File: config.mk
export PLATFORM = sky130hd
export DESIGN_NAME = cam_pattern_tx
export DESIGN_NICKNAME = d
export VERILOG_FILES = /design/src/rtl/cam_pattern_tx.sv
export SDC_FILE = /design/constraint.sdc
export NUM_CORES = 1
export LEC_CHECK = 0
export CORE_UTILIZATION = 51
export DETAILED_ROUTE_END_ITERATION = 8
export GPL_TIMING_DRIVEN = 0
export HOLD_SLACK_MARGIN = 0.1
export PLACE_DENSITY_LB_ADDON = 0.25
export SLEW_MARGIN = 10
export SYNTH_ARGS = -nofsm -noshare
export SYNTH_HDL_FRONTEND = slang
export SYNTH_SLANG_ARGS = --single-unit
File: constraint.sdc
create_clock -name clk_in -period 2.6 [get_ports clk_in]
set_input_delay 0.78 -clock clk_in [delete_from_list [all_inputs] [get_ports clk_in]]
set_output_delay 0.78 -clock clk_in [all_outputs]
set_load 0.01 [all_outputs]
File: src/rtl/cam_pattern_tx.sv
// Synthetic parallel-camera source: pclk/vsync/href/byte stream carrying RGB565
// test patterns (colour bars, ramp, solid, checkerboard), high byte first.
module cam_pattern_tx #(
  parameter int H_PIX    = 320,
  parameter int V_LINES  = 240,
  parameter int H_BLANK  = 144,
  parameter int VS_LINES = 3,
  parameter int V_BACK   = 17,
  parameter int V_FRONT  = 10,
  parameter int CLK_DIV  = 4
) (
  input  logic        clk_in,
  input  logic        rst_in,
  input  logic        enable_in,
  input  logic [1:0]  pattern_sel_in,
  input  logic [15:0] color_in,
  output logic        pclk_out,
  output logic        vsync_out,
  output logic        href_out,
  output logic [7:0]  data_out,
  output logic        frame_done_out,
  output logic [7:0]  frame_count_out
);

  localparam int LT    = 2*H_PIX + H_BLANK;
  localparam int HW    = $clog2(LT);
  localparam int MAX1  = (VS_LINES > V_BACK) ? VS_LINES : V_BACK;
  localparam int MAX2  = (V_LINES > V_FRONT) ? V_LINES : V_FRONT;
  localparam int MAXL  = (MAX1 > MAX2) ? MAX1 : MAX2;
  localparam int LW    = (MAXL > 1) ? $clog2(MAXL) : 1;
  localparam int DW    = $clog2(CLK_DIV);
  localparam int XW    = (HW - 1 > 9) ? HW - 1 : 9;
  localparam int BAR_W = (H_PIX >= 8) ? H_PIX/8 : 1;

  typedef enum logic [2:0] {
    S_IDLE   = 3'd0,
    S_VSYNC  = 3'd1,
    S_VBACK  = 3'd2,
    S_ACTIVE = 3'd3,
    S_VFRONT = 3'd4
  } state_t;

  state_t          state_q, state_d;
  logic [HW-1:0]   hc_q, hc_d;
  logic [LW-1:0]   lc_q, lc_d;
  logic [DW-1:0]   div_q;
  logic [1:0]      pat_q;
  logic [15:0]     color_q;
  logic            pclk_q, vsync_q, href_q, frame_done_q;
  logic [7:0]      data_q, frame_count_q;

  logic            fall_s, rise_s, last_hc_s, last_line_s, latch_s, frame_end_s;
  logic            href_s;
  logic [XW-1:0]   x_s, bar_s;
  logic [5:0]      y_s;
  logic [2:0]      bar_idx_s;
  logic [15:0]     pix_s;
  logic [7:0]      byte_s;

  function automatic logic [15:0] bar_color(input logic [2:0] b);
    case (b)
      3'd0:    return 16'hFFFF;
      3'd1:    return 16'hFFE0;
      3'd2:    return 16'h07FF;
      3'd3:    return 16'h07E0;
      3'd4:    return 16'hF81F;
      3'd5:    return 16'hF800;
      3'd6:    return 16'h001F;
      default: return 16'h0000;
    endcase
  endfunction

  assign rise_s = (div_q == DW'(CLK_DIV/2 - 1));
  assign fall_s = (div_q == DW'(CLK_DIV - 1));

  // Position (state, hc, lc) that the next fall event moves to.
  always_comb begin
    state_d     = state_q;
    hc_d        = hc_q;
    lc_d        = lc_q;
    latch_s     = 1'b0;
    last_hc_s   = (hc_q == HW'(LT - 1));
    frame_end_s = (state_q == S_ACTIVE) && (lc_q == LW'(V_LINES - 1)) &&
                  (hc_q == HW'(2*H_PIX - 1));
    case (state_q)
      S_VSYNC:  last_line_s = (lc_q == LW'(VS_LINES - 1));
      S_VBACK:  last_line_s = (lc_q == LW'(V_BACK - 1));
      S_ACTIVE: last_line_s = (lc_q == LW'(V_LINES - 1));
      S_VFRONT: last_line_s = (lc_q == LW'(V_FRONT - 1));
      default:  last_line_s = 1'b0;
    endcase
    case (state_q)
      S_IDLE: begin
        if (enable_in) begin
          state_d = S_VSYNC;
          hc_d    = '0;
          lc_d    = '0;
          latch_s = 1'b1;
        end else begin
          state_d = S_IDLE;
        end
      end
      default: begin
        if (!last_hc_s) begin
          hc_d = hc_q + HW'(1);
        end else if (!last_line_s) begin
          hc_d = '0;
          lc_d = lc_q + LW'(1);
        end else begin
          hc_d = '0;
          lc_d = '0;
          case (state_q)
            S_VSYNC:  state_d = S_VBACK;
            S_VBACK:  state_d = S_ACTIVE;
            S_ACTIVE: state_d = S_VFRONT;
            default: begin
              // Frame boundary: the only place enable_in is honoured.
              if (enable_in) begin
                state_d = S_VSYNC;
                latch_s = 1'b1;
              end else begin
                state_d = S_IDLE;
              end
            end
          endcase
        end
      end
    endcase
  end

  // Pixel and byte for the next position, using the frame-latched pattern.
  always_comb begin
    x_s       = XW'(hc_d >> 1);
    y_s       = 6'(lc_d >> 2);
    bar_s     = x_s / XW'(BAR_W);
    bar_idx_s = (bar_s > XW'(7)) ? 3'd7 : bar_s[2:0];
    case (pat_q)
      2'b00:   pix_s = bar_color(bar_idx_s);
      2'b01:   pix_s = {x_s[8:4], y_s, frame_count_q[4:0]};
      2'b10:   pix_s = color_q;
      default: pix_s = (x_s[4] ^ y_s[2]) ? 16'hFFFF : 16'h0000;
    endcase
    href_s = (state_d == S_ACTIVE) && (hc_d < HW'(2*H_PIX));
    byte_s = hc_d[0] ? pix_s[7:0] : pix_s[15:8];
  end

  // Divider, timing FSM and registered outputs; everything moves on fall events.
  always_ff @(posedge clk_in or negedge rst_in) begin
    if (!rst_in) begin
      div_q         <= '0;
      state_q       <= S_IDLE;
      hc_q          <= '0;
      lc_q          <= '0;
      pat_q         <= 2'b00;
      color_q       <= 16'h0000;
      pclk_q        <= 1'b0;
      vsync_q       <= 1'b0;
      href_q        <= 1'b0;
      data_q        <= 8'h00;
      frame_done_q  <= 1'b0;
      frame_count_q <= 8'h00;
    end else begin
      frame_done_q <= 1'b0;
      div_q        <= fall_s ? '0 : div_q + DW'(1);
      if (rise_s) begin
        pclk_q <= 1'b1;
      end
      if (fall_s) begin
        pclk_q  <= 1'b0;
        state_q <= state_d;
        hc_q    <= hc_d;
        lc_q    <= lc_d;
        vsync_q <= (state_d == S_VSYNC);
        href_q  <= href_s;
        data_q  <= href_s ? byte_s : 8'h00;
        if (latch_s) begin
          pat_q   <= pattern_sel_in;
          color_q <= color_in;
        end
        if (frame_end_s) begin
          frame_done_q  <= 1'b1;
          frame_count_q <= frame_count_q + 8'd1;
        end
      end
    end
  end

  assign pclk_out        = pclk_q;
  assign vsync_out       = vsync_q;
  assign href_out        = href_q;
  assign data_out        = data_q;
  assign frame_done_out  = frame_done_q;
  assign frame_count_out = frame_count_q;

endmodule

== Yosys cells after proc, flatten, opt, wreduce, memory -nomap -nowiden ==
Index checks and enable logic that the tools add are counted.

* Magnitude comparators: 2
* Eq/ne operators: 23
* Div/mod/pow operators: 1
* Muxes and demuxes: 29
* Add/subtract/negate cells: 4
* Reduce and logical (&&, ||, !) cells: 12
* Bitwise logic cells: 1

{| class="wikitable"
|+ Operator list
! operator !! number
|-
| $pmux 16 s7 || 1
|-
| $mux 8 || 6
|-
| $pmux 16 s3 || 1
|-
| $mux 10 || 3
|-
| $eq 10x10->1 const B || 2
|-
| $add 8x1->8 const B || 2
|-
| $mux 16 || 1
|-
| $eq 3x2->1 const B || 5
|-
| $eq 3x3->1 const B || 4
|-
| $mux 3 || 4
|-
| $add 10x1->10 const B || 1
|-
| $lt 10x10->1 const B || 1
|-
| $mux 1 || 10
|-
| $div 9x6->9 const B || 1
|-
| $eq 3x1->1 const B || 3
|-
| $gt 9x3->1 const B || 1
|-
| $pmux 3 s3 || 1
|-
| $eq 8x2->1 const B || 1
|-
| $eq 8x4->1 const B || 1
|-
| $eq 8x5->1 const B || 1
|-
| $eq 8x8->1 const B || 1
|-
| $logic_not 3->1 || 2
|-
| $eq 2x1->1 const B || 2
|-
| $eq 2x2->1 const B || 2
|-
| other kinds (11) || 15
|}

* Logic and storage cells: 85
* Bits in registers: 61
* Output and inout port bits: 20
* Input bits: 21

== Longest topological paths before layout ==
Gate-level depths: netlist of the first run.

* Depth after elaboration: 11
* Gate-level depth with buffers: 11
* Depth with buffers taken out: 9

== Worst setup path after synthesis of the first run ==
No wires, ideal clock.

* Kind: input-to-reg
* Start point: in enable_in
* End point: reg data_q[0] (netlist: data_out[0])
* Data required time: 2.506 ns
* Path buffers: 1
* Slack: -0.223 ns
* Arrival: 2.729 ns
* Cell stages on the path: 9
* Setup time: 0.094 ns
* Cell sequence: nor4_2 -> buf_2 -> nand2_1 -> nand3b_1 -> a21o_4 -> o32ai_1 -> a2111o_1 -> a221o_1 -> a221oi_2

* Word-level cells in the longest chain between the ends: 10
* Elaborated cells on any way between the ends: 28
* Classes of those cells: 1 x div; 2 x order compare; 7 x eq/ne; 15 x mux; 1 x bitwise; 2 x reduce/logical

{| class="wikitable"
|+ Ends and longest elaborated chain
! what !! RTL line !! text
|-
| start: declaration || 14 || <nowiki>input logic enable_in,</nowiki>
|-
| $mux 10 || 94 || <nowiki>if (enable_in) begin</nowiki>
|-
| $mux 10 || 92 || <nowiki>case (state_q)</nowiki>
|-
| $div 9x6->9 || 135 || <nowiki>bar_s = x_s / XW'(BAR_W);</nowiki>
|-
| $gt 9x3->1 || 136 || <nowiki>bar_idx_s = (bar_s > XW'(7)) ? 3'd7 : bar_s[2:0];</nowiki>
|-
| $mux 3 || 136 ||
|-
| $eq 3x3->1, or another cell as far along || 61 || <nowiki>case (b)</nowiki>
|-
| $pmux 16 s7 || 61 ||
|-
| $pmux 16 s3 || 137 || <nowiki>case (pat_q)</nowiki>
|-
| $mux 8 || 144 || <nowiki>byte_s = hc_d[0] ? pix_s[7:0] : pix_s[15:8];</nowiki>
|-
| $mux 8 (*) || 175 || <nowiki>data_q <= href_s ? byte_s : 8'h00;</nowiki>
|-
| end signal: assignment || 175 ||
|-
| end: declaration || 50 || <nowiki>logic [7:0] data_q, frame_count_q;</nowiki>
|}

Mark *: on every way between the ends. The rest lies on a longest branch, timed or not. The select of a mux whose other input is x is not followed.
A chain may end at the register's enable or synchronous reset.

== Worst setup path in the final report of the first run ==
* Start point: reg hc_q[4]
* End point: reg data_q[0] (netlist: data_out[0])

* Word-level cells in the longest chain between the ends: 11
* Elaborated cells on any way between the ends: 28
* Classes of those cells: 1 x add/sub; 1 x div; 2 x order compare; 8 x eq/ne; 13 x mux; 1 x bitwise; 2 x reduce/logical

{| class="wikitable"
|+ Ends and longest elaborated chain
! what !! RTL line !! text
|-
| start: declaration || 44 || <nowiki>logic [HW-1:0] hc_q, hc_d;</nowiki>
|-
| start signal: assignment || 152 || <nowiki>hc_q <= '0;</nowiki>
|-
| start signal: assignment || 171 || <nowiki>hc_q <= hc_d;</nowiki>
|-
| $add 10x1->10 / $eq 10x10->1 (equally long branches) || 105, 82 ||
|-
| $mux 10 || 104 || <nowiki>if (!last_hc_s) begin</nowiki>
|-
| $mux 10 || 92 ||
|-
| $div 9x6->9 || 135 ||
|-
| $gt 9x3->1 || 136 ||
|-
| $mux 3 || 136 ||
|-
| $eq 3x3->1, or another cell as far along || 61 ||
|-
| $pmux 16 s7 || 61 ||
|-
| $pmux 16 s3 || 137 ||
|-
| $mux 8 || 144 ||
|-
| $mux 8 (*) || 175 ||
|}

Marked as above.

==> results.ini, run 1 <==
[outcome]
outcome = finished, violations left
failed_checks = setup timing

[clocking]
clk_latency_ns = 0.36
cts-root-buf = clkbuf_8
h-tree-depth = 3
cts_buffers = 9
cts_hold_buffers = 0
path_clk_slew_ns = 0.08
cts_buffer_depth = 2
clock-sinks = 61
cts_tree = built

[floorplanning]
die_area_um2 = 7770
ioPinCount = 41
die_h_um = 88.2
start_util_pct = 52.5
core_um2 = 7210
rows = 31
die_w_um = 88.2

[synthesis]
synth_cell_types = 75
syn_nets = 431
synth-simple-area-share_pct = 21.0
synth_top_area_share_pct = 40.3
synth_commonest_cells = 61 x dfrtp_1, 42 x nand2_1, 26 x a21oi_1
yosysMostFrequentCell = dfrtp_1
synthMuxAreaShare_pct = 6.71
syn_area_per_cell_um2 = 9.35
synth_top_family_by_area = compound AO/OA/AOI/OAI gates
synthesis.area_um2 = 3790
synth_fa_ha_area_share_pct = 1.65
syn_inst = 405
synth-edff-count = 0
yosysTopAreaCell = dfrtp_1
synth_compound_area_share_pct = 23.7
yosysSeqAreaShare_pct = 40.3
ys_top_cells_by_area = dfrtp_1 40%, mux2_1 5.4%, nand2_1 4.2%
synthFlopType = dfrtp_1
synth_xor_area_share_pct = 2.31
synth-async-reset-ratio_pct = 100
ys_seq_elements = 61
ys_warn_count = 0

[worst_setup_path]
startpoint_type = flop
required_ns = 2.87
cp_top_family = compound AO/OA/AOI/OAI gates
crit_chain = buf_6 > or4b_4 > o22a_1 > o211ai_2 > a21o_4 > o32ai_2 > a2111o_1 > a221o_2 > a221oi_2
cp-startpoint = hc_q[4]
worstReg2RegStart = hc_q[4]
critPathMaxStageDelay_ns = 0.55
worstSetupEndpointType = flop
crit_fanout = 5
worst-path-buf-inv = 1
cp_slowest_cell = or4b_4
critPathArrivalTime_ns = 3.23
crit_type = flop to flop

[flow_run]
cap_violations = 0

[finish]
area_growth_pct = 41.5
num_antenna_cells = 0
layout-drive-gt1-share_pct = 31.4
stdcell_count = 602
multi_input_area_um2 = 2500
ff_latch_area_um2 = 1530
nNetsFinal = 524
fillers = 501

[global_route]
grt_pass1_vias = 3540
grt_max_degree = 62
antenna_found_initial = 0
grt_usage_pct = 30.2
gr-total-overflow = 0
grt_pass1_wl_mm = 17.7

[detailed_routing]
drt_iter0_markers = 325
viasPerCell = 6.45
drc = 0
drt.antenna.violating_nets = 0
vias = 3881
wl_per_cell_um = 20.0
drt_first_pass_iters = 5
wirelength_mm = 12.0

[placed_design]
dp.cells = 544
place_congestion = 0.999
port_buffers = 40
place.detailed.hpwl_mm = 7.10

[sta]
hold_ws_ns = 0.460
final-setup-viol-count = 23
fin_crit_sh_pct = 114
max_slew_margin_pct = 47.5
worst_slew_pin_slew_ns = 0.788
rsz0062_at_grt = yes
fin_worst_skew_ns = 0.00905
slew_violations = 0
min_period_ns = 2.96
hold_violations = 0
fmax_mhz = 337
fin_ws_ns = -0.363

[power_and_ir_drop]
ir_worst_vdd_uv = 306
p_leak_uw = 0.00218
power.density_nw_per_um2 = 368

[worst_hold_path]
hold_path_class = flop to flop
hp-start = div_q[0]

worst paths after layout:
check                         endpoint  slack, ns  cells past startpoint
min                           div_q[0]       0.46                      1
min reg2reg                   div_q[0]       0.46                      1
max in group asynchronous   state_q[1]       1.52                      1
max reg2reg                data_out[0]      -0.36                      9
min in group asynchronous      lc_q[3]       0.49                      1
max                        data_out[0]      -0.36                      9
flip-flops by register name, indices dropped and copies added, names as in the netlist:
signal,cells
pat_q,2
data_out,8
div_q,2
lc_q,8
color_q,16
hc_q,10
pclk_out,1
state_q,3
frame_count_out,8
vsync_out,1
frame_done_out,1
href_out,1
per-layer routing:
metal | wire, µm | track usage (%) | vias to the layer above
li1 | - | - | 1715
met1 | 4770 | 39.7 | 1892
met2 | 5890 | 47.7 | 229
met3 | 976 | 8.29 | 45
met4 | 381 | 10.9 | 0
met5 | 0 | 0 | -
cells by family (layout without fill, tap and decap cells):
logic type                 after synthesis  in the layout
AOI/OAI and AO/OA                      122            122
xor gates and xnor gates                10             10
adders and majority gates                5              5
buffers and inverters                   36            134
DFF                                     61             61
muxes                                   23             23
and+or+nand+nor                        148            148
layout make-up:
class / count / area share [%]
Buffer: 22 / 2.50
Clock buffer: 9 / 2.31
Clock inverter: 7 / 1.84
Inverter: 9 / 0.630
Multi-Input combinational cell: 308 / 46.7
Sequential cell: 61 / 28.6
Tap cell: 99 / 2.31
Timing Repair Buffer: 87 / 15.1
through the flow:
stage               worst slack, ns  power, µW  cell area [µm²]  utilization (%)  TNS [ns]
CTS                          -0.330       1970             5100             70.7     -3.42
detailed placement            -1.02       1020             4340             60.2    -14.91
floorplan                    -0.135        967             3820                -    -0.518
global route                 -0.414       2030             5360             74.3     -5.07
finish                       -0.363       1970             5360             74.3     -2.56
global placement              -1.24       1020             4340             60.2    -89.53
layout by cell type, fill, tap and decap left out, drive strengths merged, types with 8 or more instances in the layout:
cell and count:
nor2b 9, nor2 27, a21oi 27, nand2 42, mux2 19, nand3 15, inv 10, clkdlybuf4s50 38
clkbuf 21, nor3 12, buf 58, a221oi 8, o21ai 27, dfrtp 61, nor4 8
report_power, final:
| group | internal (µW) | total (µW) | switching, µW |
|---|---|---|---|
| Combinational | 25.8 | 49.9 | 24.1 |
| Clock | 544 | 975 | 431 |
| Sequential | 948 | 948 | 0 |
| Total | 1520 | 1970 | 455 |
timing repair:
item,CTS,global route
pin swaps,20,33
gates resized for setup,66,44
gates cloned,1,0
setup buffers,27,21
endpoints found under the setup margin,45,30
(Power assumes the default switching activity.)
==> run 2: changes to the inputs <==
--- a/config.mk
+++ b/config.mk
@@ -5,7 +5,7 @@
 export SDC_FILE = /design/constraint.sdc
 export NUM_CORES = 1
 export LEC_CHECK = 0
-export CORE_UTILIZATION = 51
+export CORE_UTILIZATION = 61
 export DETAILED_ROUTE_END_ITERATION = 8
 export GPL_TIMING_DRIVEN = 0
 export HOLD_SLACK_MARGIN = 0.1
==> constraint.sdc (replaced) <==
create_clock -name clk_in -period 3.6 [get_ports clk_in]
set_input_delay 1.08 -clock clk_in [delete_from_list [all_inputs] [get_ports clk_in]]
set_output_delay 1.08 -clock clk_in [all_outputs]
set_load 0.01 [all_outputs]
==> results.ini, run 2 (synthesized netlist as in run 1, its figures left out) <==
[placed_design]
dp.cells = 520  ; -4.4%
place_congestion = 0.917  ; -8.2%
place.detailed.hpwl_mm = 7.16  ; +0.91%
port_buffers = 40  ; unchanged

[finish]
multi_input_area_um2 = 2110  ; -16%
largest-register = color_q
layout-drive-gt1-share_pct = 9.96  ; -21 points
fillers = 470  ; -6.2%
reg_top3 = color_q x16, hc_q x10
layout_common_cells = 61 x dfrtp_1, 42 x nand2_1, 39 x clkdlybuf4s50_1
stdcell_count = 537  ; -11%
largest_register_ffs = 16  ; unchanged
num_antenna_cells = 0  ; unchanged
final_common_cell = dfrtp_1
area_growth_pct = 20.0
ff_latch_area_um2 = 1530  ; -0.41%
post-route-util_pct = 76.3  ; +2.0 points
nNetsFinal = 483  ; -7.8%

[clocking]
clock-sinks = 61  ; unchanged
h-tree-depth = 3  ; unchanged
cts_tree = built
cts-root-buf = clkbuf_8
cts_buffers = 9  ; unchanged
cts_buffer_depth = 2  ; unchanged
path_clk_slew_ns = 0.07  ; about the same
clk_latency_ns = 0.34  ; -0.02 ns

[detailed_routing]
vias = 3557  ; -8.3%
drc = 0  ; unchanged
viasPerCell = 6.62  ; +2.7%
wirelength_mm = 10.3  ; -14%
drt_iter0_markers = 272  ; -16%
drt.antenna.violating_nets = 0  ; unchanged
wl_per_cell_um = 19.2  ; -3.9%
drt_first_pass_iters = 5  ; unchanged

[worst_setup_path]
critPathMaxStageDelay_ns = 0.50  ; -0.05 ns
critPathArrivalTime_ns = 3.69  ; +0.46 ns
worstSetupEndpointType = flop
required_ns = 3.85  ; +0.98 ns
startpoint_type = input port
crit_chain = clkdlybuf4s50_1 > nor4_4 > clkbuf_4 > nand2_1 > nand3b_1 > a21o_4 > o32ai_1 > a2111o_1 > a221o_1 > a221oi_2
cp_top_family = compound AO/OA/AOI/OAI gates
worst-path-buf-inv = 2  ; +1
crit_fanout = 10  ; +5
crit_type = input port to flop
cp_slowest_cell = clkdlybuf4s50_1

[outcome]
outcome = finished clean

[sta]
fin_worst_skew_ns = 0.0105  ; +0.00148 ns
hold_ws_ns = 0.459  ; -0.00125 ns
min_period_ns = 3.44
hold_violations = 0  ; unchanged
max_slew_margin_pct = 39.5  ; -8.0 points
worst_slew_pin_slew_ns = 0.901  ; +0.113 ns
slew_violations = 0  ; unchanged
rsz0062_at_grt = no
final-setup-viol-count = 0  ; -100%
fmax_mhz = 291
fin_crit_sh_pct = 95.4

[global_route]
grt_max_degree = 62  ; unchanged
gr-total-overflow = 0  ; unchanged
grt_usage_pct = 33.4  ; +3.2 points
grt_pass1_wl_mm = 16.1  ; -9.5%
antenna_found_initial = 0  ; unchanged
grt_pass1_vias = 3261  ; -7.9%

[floorplanning]
core_um2 = 5960  ; -17%
die_h_um = 80.8  ; -8.4%
ioPinCount = 41  ; unchanged
start_util_pct = 63.6  ; +11 points
die_w_um = 80.8  ; -8.4%
die_area_um2 = 6530  ; -16%
rows = 28  ; -9.7%

[power_and_ir_drop]
ir_worst_vdd_uv = 306  ; -0.21%
p_leak_uw = 0.00187  ; -14%
power.density_nw_per_um2 = 324  ; -12%

[flow_run]
cap_violations = 0  ; unchanged

[worst_hold_path]
hold_path_class = flop to flop

run 2: worst reg2reg max path, delay by kind of cell (launching register included):
family                     cells  cell delay, ns
muxes                          1            0.36
and+or+nand+nor                5            1.28
AOI/OAI and AO/OA              1            0.44
adders and majority gates      1            0.24
DFF                            1            0.46
buffers and inverters          2            0.46
run 2: report_power, final:
| group | internal, µW | total (µW) | switching, µW |
|---|---|---|---|
| sequential | 685 | 685 | 0 |
| clock | 460 | 749 | 289 |
| combinational | 18.7 | 35.4 | 16.7 |
| total | 1160 | 1470 | 306 |
run 2: through the flow:
stage	instance area, µm²	worst slack [ns]	total power, µW	setup TNS [ns]
after CTS	4530	0.0537	1480	0
final	4540	0.165	1470	0
after detailed placement	4280	-0.575	734	-2.90
after floorplan	3790	0.477	699	0
after global placement	4280	-0.534	734	-30.94
after global routing	4540	0.0101	1510	0
run 2: worst paths after layout:
check                               start     endpoint  slack, ns  depth (start not counted)
min in group asynchronous          rst_in      hc_q[3]       0.80                          1
worst min register to register   div_q[0]     div_q[0]       0.46                          1
worst min-delay path             div_q[0]     div_q[0]       0.46                          1
worst max-delay path            enable_in  data_out[0]       0.16                         10
max in group asynchronous          rst_in   state_q[1]       2.26                          1
worst max register to register    lc_q[0]   color_q[4]       0.24                         10
run 2: cell type report:
class,instances,share of cell area [%]
inverter,9,0.744
multi-input combinational,308,46.5
clock inverter,6,2.45
clock buffer,10,2.81
sequential,61,33.6
buffer,27,2.89
tap,75,2.07
timing repair buffer,41,8.92
run 2: metal layers:
| layer | track usage, % | vias up | share of wire [%] |
|---|---|---|---|
| met2 | 54.2 | 193 | 49 |
| li1 | - | 1635 | - |
| met3 | 7.87 | 22 | 8.2 |
| met1 | 43.0 | 1707 | 41 |
| met5 | 0 | - | 0 |
| met4 | 13.8 | 0 | 1.9 |
run 2: repair_timing:
| item | 4_1_cts | 5_1_grt |
|---|---|---|
| setup endpoints to repair | 5 | 8 |
| endpoints found under the hold margin | 0 | 0 |
| gates resized for setup | 1 | 2 |
| setup buffers | 1 | 0 |
| pin swaps | 0 | 1 |
| hold buffers | 0 | 0 |
